--- config.mk ---
export PLATFORM = sky130hd
export DESIGN_NAME = display_arbiter
export DESIGN_NICKNAME = d
export VERILOG_FILES = /design/src/rtl/display_arbiter_pkg.sv /design/src/rtl/disp_rr_pick.sv /design/src/rtl/display_arbiter.sv
export SDC_FILE = /design/constraint.sdc
export NUM_CORES = 1
export LEC_CHECK = 0
export BUFFER_PORTS_ARGS = -buffer_cell sky130_fd_sc_hd__buf_4
export CORE_MARGIN = 5
export CORE_UTILIZATION = 50
export DETAILED_ROUTE_END_ITERATION = 6
export PLACE_DENSITY_LB_ADDON = 0.05
export SLEW_MARGIN = 20
export SYNTH_ARGS = -nofsm -noshare
export SYNTH_HDL_FRONTEND = slang
export SYNTH_SLANG_ARGS = --single-unit
--- constraint.sdc ---
create_clock -name clock -period 3.5 [get_ports clock]
set_clock_uncertainty 0.2 [all_clocks]
set_input_delay 0 -clock clock [delete_from_list [all_inputs] [get_ports clock]]
set_output_delay 0 -clock clock [all_outputs]
set_load 0.1 [all_outputs]
--- src/rtl/display_arbiter_pkg.sv ---
// display_arbiter_pkg: shared types and constants for the display arbiter.
// Holds the FSM state enum, the requester count and the 2-bit requester id.
package display_arbiter_pkg;

  localparam int NREQ = 4;

  typedef logic [1:0] req_id_t;

  typedef enum logic {
    ST_IDLE = 1'b0,
    ST_SHOW = 1'b1
  } state_t;

  // One-hot acknowledge vector for a requester id.
  function automatic logic [NREQ-1:0] id_onehot(input req_id_t id);
    return NREQ'(1) << id;
  endfunction

endpackage

--- src/rtl/disp_rr_pick.sv ---
// disp_rr_pick: combinational round-robin pick over four requesters.
// The search starts at (last+1) mod 4 and wraps, so 'last' itself is
// considered only after every other requester.
module disp_rr_pick
  import display_arbiter_pkg::*;
(
  input  logic [NREQ-1:0] req,
  input  req_id_t         last,
  output logic            any,
  output req_id_t         winner
);

  // First set request bit found walking upward from last+1.
  always_comb begin
    logic    found;
    req_id_t idx;
    any    = |req;
    winner = last;
    found  = 1'b0;
    idx    = last;
    for (int k = 1; k <= NREQ; k++) begin
      idx = last + req_id_t'(k);
      if (!found && req[idx]) begin
        winner = idx;
        found  = 1'b1;
      end
    end
  end

endmodule

--- src/rtl/display_arbiter.sv ---
// display_arbiter: grants one of four requesters the 8-digit display for a
// dwell of DWELL cycles, choosing round-robin after the previous owner.
// Optional feature macro: DISPLAY_ARBITER_PREEMPT_EN -- when defined,
// requester 0 aborts another owner's dwell and is granted immediately.
// Handshake: req is a level; the winner sees ack for exactly the first
// SHOW cycle (one edge after its req was sampled) and should drop req
// then if it has nothing more to show.
module display_arbiter #(
  parameter int          NREQ  = 4,
  parameter int unsigned DWELL = 50000000
) (
  input  logic                 clock,
  input  logic                 reset_n,
  input  logic [NREQ-1:0]      req,
  input  logic [32*NREQ-1:0]   req_val,
  output logic [NREQ-1:0]      ack,
  output logic [31:0]          val,
  output logic                 val_valid,
  output logic [1:0]           owner,
  output logic                 done
);

  import display_arbiter_pkg::*;

  localparam logic [31:0] LAST_CNT = 32'(DWELL - 1);

  state_t          r_state;
  state_t          w_state_nxt;
  logic [31:0]     r_cnt;
  logic [31:0]     w_cnt_nxt;
  logic [31:0]     r_val;
  req_id_t         r_owner;
  logic [NREQ-1:0] r_ack;

  logic            w_any;
  req_id_t         w_winner;
  logic            w_grant;
  req_id_t         w_grant_id;
  logic            w_last;
  logic [31:0]     w_sel_val;

  disp_rr_pick u_pick (
    .req    (req),
    .last   (r_owner),
    .any    (w_any),
    .winner (w_winner)
  );

  assign w_last    = (r_cnt == LAST_CNT);
  assign w_sel_val = req_val[{w_grant_id, 5'd0} +: 32];

  // Next-state, dwell counter and grant decision.
  always_comb begin
    w_state_nxt = r_state;
    w_cnt_nxt   = r_cnt;
    w_grant     = 1'b0;
    w_grant_id  = w_winner;
    case (r_state)
      ST_IDLE: begin
        if (w_any) begin
          w_grant     = 1'b1;
          w_state_nxt = ST_SHOW;
          w_cnt_nxt   = '0;
        end
      end
      ST_SHOW: begin
`ifdef DISPLAY_ARBITER_PREEMPT_EN
        if (req[0] && (r_owner != req_id_t'(0))) begin
          // Requester 0 cuts the current dwell short; no done pulse.
          w_grant    = 1'b1;
          w_grant_id = req_id_t'(0);
          w_cnt_nxt  = '0;
        end else
`endif
        if (w_last) begin
          w_cnt_nxt = '0;
          if (w_any) begin
            w_grant = 1'b1;
          end else begin
            w_state_nxt = ST_IDLE;
          end
        end else begin
          w_cnt_nxt = r_cnt + 32'd1;
        end
      end
      default: begin
        w_state_nxt = ST_IDLE;
        w_cnt_nxt   = '0;
      end
    endcase
  end

  // State register.
  always_ff @(posedge clock or negedge reset_n) begin
    if (!reset_n) begin
      r_state <= ST_IDLE;
    end else begin
      r_state <= w_state_nxt;
    end
  end

  // Dwell counter, captured value, owner and registered ack pulse.
  always_ff @(posedge clock or negedge reset_n) begin
    if (!reset_n) begin
      r_cnt   <= '0;
      r_val   <= '0;
      r_owner <= req_id_t'(NREQ - 1);
      r_ack   <= '0;
    end else begin
      r_cnt <= w_cnt_nxt;
      r_ack <= w_grant ? id_onehot(w_grant_id) : '0;
      if (w_grant) begin
        r_val   <= w_sel_val;
        r_owner <= w_grant_id;
      end
    end
  end

  assign ack       = r_ack;
  assign val       = r_val;
  assign owner     = r_owner;
  assign val_valid = (r_state == ST_SHOW);
  assign done      = (r_state == ST_SHOW) && w_last;

endmodule

Word level (Yosys, flattened, before mapping)
Cells that the tools add are included.
{"block": "word_totals", "ff_bits": 71, "latchBits": 0, "ram_bits": 0, "romBits": 0, "in_bits": 134, "output_inout_bits": 40, "memories": 0}
{"block": "op_classes", "addsub": 4, "mul": 0, "div": 0, "magnitude_cmp": 4, "eq_ne": 2, "shift": 2, "muxes": 24, "bitwise_logic": 1, "reduce_logical": 8}
{"op": "indexed part select 128 x 8 -> 32 bit", "n": 1}
{"op": "2-to-1 mux 32 bit", "n": 2}
{"op": "one-hot mux 32 bit (2 select lines)", "n": 1}
{"op": "adder 32 x 1 -> 32 bit (second input constant)", "n": 1}
{"op": "== test 32 x 26 -> 1 bit (second input constant)", "n": 1}
{"op": "less-than comparator 2 x 3 -> 1 bit (second input constant)", "n": 4}
{"op": "2-to-1 mux 1 bit", "n": 10}
{"op": "binary-select mux 1 bit (select 2 bit)", "n": 4}
{"op": "2-to-1 mux 2 bit", "n": 4}
{"op": "adder 2 bit (second input constant)", "n": 2}
{"op": "logical AND 1 bit", "n": 4}
{"op": "2-to-1 mux 4 bit", "n": 1}
{"op": "one-hot mux 1 bit (2 select lines)", "n": 2}
{"op": "OR reduction 4 bit", "n": 1}
{"op": "left shift 1 x 2 -> 4 bit (first input constant)", "n": 1}
{"op": "zero test 1 bit", "n": 3}
{"op": "adder 2 x 1 -> 2 bit (second input constant)", "n": 1}
{"op": "inequality test 2 x 1 -> 1 bit (second input constant)", "n": 1}
{"op": "NOT 1 bit", "n": 1}

Logic depth before layout (Yosys ltp)
{"block": "logic_depth", "word_depth": 15, "depth_mapped": 9}

Modules after synthesis
A second synthesis with hierarchy kept.
{"block": "unflattened", "cells_unflattened": 353, "area_unflattened_um2": 4224.1}
{"module": "display_arbiter", "n_inst": 1, "cells_each": 339, "area_per_inst_um2": 4151.5, "seq_area_each_um2": 1779.2}
{"module": "disp_rr_pick", "n_inst": 1, "cells_each": 14, "area_per_inst_um2": 72.6, "seq_area_each_um2": 0.0}

Least setup slack after synthesis
Ideal clock, no wire load.
{"block": "synth_path", "path_kind": "reg-to-output", "start": "register r_cnt[24]", "end": "output done", "t_arrival_ps": 4288, "path_slack_ps": -988, "stages_incl_launch_ff": 4, "path_buffers": 0, "cell_sequence": "dfrtp_1 > or4b_1 > or4_4 > nor4_1"}
{"block": "synth_via", "elab_chain_len": 2}
{"item": "from (decl)", "line": "display_arbiter.sv:29", "source": "logic [31:0] r_cnt;"}
{"item": "from (signal assigned)", "line": "display_arbiter.sv:110", "source": "r_cnt <= w_cnt_nxt;"}
{"item": "== test 32 x 26 -> 1 bit", "line": "display_arbiter.sv:49", "source": "assign w_last = (r_cnt == LAST_CNT);"}
{"item": "logical AND 1 bit", "line": "display_arbiter.sv:123", "source": "assign done = (r_state == ST_SHOW) && w_last;"}
{"item": "to (decl)", "line": "display_arbiter.sv:20", "source": "output logic done"}
No other way between the ends.

Final worst setup path
{"block": "layout_path", "start": "register r_cnt[24]", "end": "register r_val[8] (netlist: val[8])"}
{"block": "layout_via", "elab_chain_len": 3}
{"item": "== test 32 x 26 -> 1 bit", "line": "display_arbiter.sv:49"}
{"item": "2-to-1 mux 1 bit", "line": "display_arbiter.sv:75", "source": "if (w_last) begin"}
{"item": "one-hot mux 1 bit (2 select lines)", "line": "display_arbiter.sv:58", "source": "case (r_state)"}
{"item": "to (signal assigned)", "line": "display_arbiter.sv:113", "source": "r_val <= w_sel_val;"}
{"item": "to (decl)", "line": "display_arbiter.sv:31", "source": "logic [31:0] r_val;"}
No other way between the ends.
A chain may end at the register's enable or synchronous reset.

==> qor.yml <==
place:
  place_congestion: 0.9583
  dp_cells: 786
  dp_hpwl_um: 10910
  port_buffers: 173
cts:
  cts-root-buf: "clkbuf_8"
  cts_made_buffers: 9
  cts_tree: "yes"
  clock_latency_ns: 0.33
  cts.sink_count: 71
  clockBufferDepth: 2
  clkTransAtPathRegs_ns: 0.08
  htreeDepth: 3
final_layout:
  finalNetCount: 882
  stdcell_count: 881
  nFillCells: 643
  final_common_cell: "buf_4"
  synthToLayoutAreaGrowth_pct: 50.13
  register_area_sq_um: 1779
  layout-drive-gt1-share_pct: 29.92
  multi_input_area_sq_um: 2699
  final_cell_mix: "buf_4, dlygate4sd3_1, dfrtp_1, a211oi_1, nor4b_1"
  n_antenna_cell: 0
setup_path:
  start_kind: "register"
  r2r-start: "r_cnt[24]$_DFFE_PN0P_"
  cp.required_ns: 3.57
  path_class: "register to register"
  end_kind: "register"
  critPathLaunch: "r_cnt[24]$_DFFE_PN0P_"
  rrSetupSlack_ns: 0.10
  endpoint: "val[8]$_DFFE_PN0P_"
  reg2reg_depth: 7
  r2r-end: "val[8]$_DFFE_PN0P_"
  critPathMaxFanout: 26
  worstPathArrival_ns: 3.47
sta:
  worstMarginPinSlew_ns: 0.8970
  maxSlewHeadroom_pct: 40.20
  drv_slew: 0
  period_needed_ns: 3.398
  hold_violations: 0
  max_freq_mhz: 294.2
  holdWs_ns: 0.01653
  final.period_utilization_pct: 97.10
  setup-violations-final: 0
power:
  ir_worst_vdd_uv: 169.5
  power_density_nw_per_um2: 273.1
  leakage_uw: 0.003099
synth:
  yosysTopAreaCellShare_pct: 36.57
  synth_nets: 665
  ys_types: 51
  synth-seq-cells: 71
  synth_edf_count: 0
  ys_async_sr_fraction_pct: 100.0
  synth_area_leaders: "dfrtp_1, nor4b_1, a211oi_1"
  synthCells: 530
  syn_area_per_cell_sq_um: 8.909
  synth-seq-area-share_pct: 37.68
  synth_area_sq_um: 4722
  yosys.area.top_type: "dfrtp_1"
  dominantRegCellSynth: "dfrtp_1"
  ys.warnings.count: 0
global_route:
  met1_usage_pct: 36.46
  track_usage_pct: 30.43
  met2_usage_pct: 51.83
  grt_max_degree: 72
  grt_overflow: 0
  gr-max-usage-layer: "met2"
  antenna_found_initial: 0
  grt_pass1_vias: 5702
  grt_pass1_wl_um: 28210
  met3_usage_pct: 6.743
route:
  drt-total-wl_um: 17740
  num_vias: 5572
  route.detailed.drc: 0
  wl_per_cell_um: 20.14
  drt_iter0_drc: 332
  viasPerCell: 6.325
  dr.pass1.iters: 6
  ant_nets: 0
die:
  die_area_sq_um: 11490
  core_sq_um: 9240
  die_w_um: 107.2
  num_io_pins: 174
  start_util_pct: 51.10
  rows: 35
  die_h_um: 107.2
worst_hold_path:
  min_path_type: "input port to register"
run:
  cap_violations: 0
outcome:
  status: "finished, final reports clean"
## state kept, by name (all words and copies together), names as in the netlist
name,cells
val,32
val_valid,1
ack,4
owner,2
r_cnt,32
## cell families after synthesis
group           share of synthesized area, %
compound gates                         29.73
simple gates                           24.96
flops                                  37.68
buf+inv                                6.704
mux                                   0.6624
fa+ha+maj                             0.2649
## synthesized netlist by cell type, types with 2 or more instances
cell type  number
a211oi_1       65
a21o_1          2
a21oi_1        20
a31oi_1        20
a41oi_1         7
and2_1          9
and3_1          7
buf_6           7
clkbuf_1       52
dfrtp_1        69
dfstp_2         2
inv_1           8
mux2i_1         2
nand2_1        25
nand2b_1        7
nand3_1        12
nand4_1         9
nor2_1         12
nor3_1          8
nor4_1          7
nor4b_1        64
o21ai_0        51
o21bai_1        2
o31a_1          2
o31ai_1        32
or2_2           2
or3_1           3
## critical path, stage by stage, from the launching register on
cell and delay, ns:
dfrtp_1 0.43, or4b_1 0.54, or4_4 0.53, o31ai_2 0.35, nand2b_1 0.14, buf_4 0.25, o31ai_1 0.32, dlygate4sd3_1 0.60
## power breakdown
group | internal [uW] | switching, uW
logic | 235 | 228
registers | 821 | 2.20
clock network | 327 | 322
## cell type report
| class | instances | area share, % |
|---|---|---|
| clock buffers | 10 | 1.800 |
| well taps | 129 | 2.277 |
| inverters | 8 | 0.4236 |
| clock inverters | 6 | 0.8648 |
| multi-input cells | 390 | 38.07 |
| flip-flops and latches | 71 | 25.10 |
| repair buffers | 267 | 31.47 |
## worst min-delay path by stage
stage                            from                   to  slack (ns)  cells after the start
after floorplan               reset_n     ack[0]$_DFF_PN0_       -0.50                      0
after global placement        reset_n     ack[2]$_DFF_PN0_       -0.02                      1
after detailed placement      reset_n   val[6]$_DFFE_PN0P_       -0.02                      1
after CTS                  req_val[5]   val[5]$_DFFE_PN0P_      0.0007                      4
after global routing      req_val[27]  val[27]$_DFFE_PN0P_        0.02                      4
final                      req_val[5]   val[5]$_DFFE_PN0P_        0.02                      4
## repair_timing
item / in CTS / in global routing
resized for setup: 0 / 13
endpoints found under the setup margin: 0 / 14
hold endpoints to repair: 101 / 0
hold buffers: 77 / 0
setup buffers: 0 / 2
## through the flow
stage | worst slack [ns] | TNS, ns | power [uW] | utilization (%) | cell area (sq um)
floorplan | 0.1745 | 0 | 1034 | - | 4728
global placement | 0.6938 | 0 | 1219 | 65.67 | 6068
detailed placement | 0.6402 | 0 | 1224 | 65.67 | 6068
CTS | 0.07411 | 0 | 1918 | 76.06 | 7028
global route | -0.01079 | -0.01079 | 2008 | 76.72 | 7089
finish | 0.1015 | 0 | 1936 | 76.72 | 7089
## per-layer routing
metal	vias up	wire (um)	part of all wire [%]
met5	-	0	0
met4	0	778	4.4
met3	57	1433	8.1
met2	304	8888	50
met1	2677	6640	37
li1	2534	-	-
(Power assumes the default switching activity.)
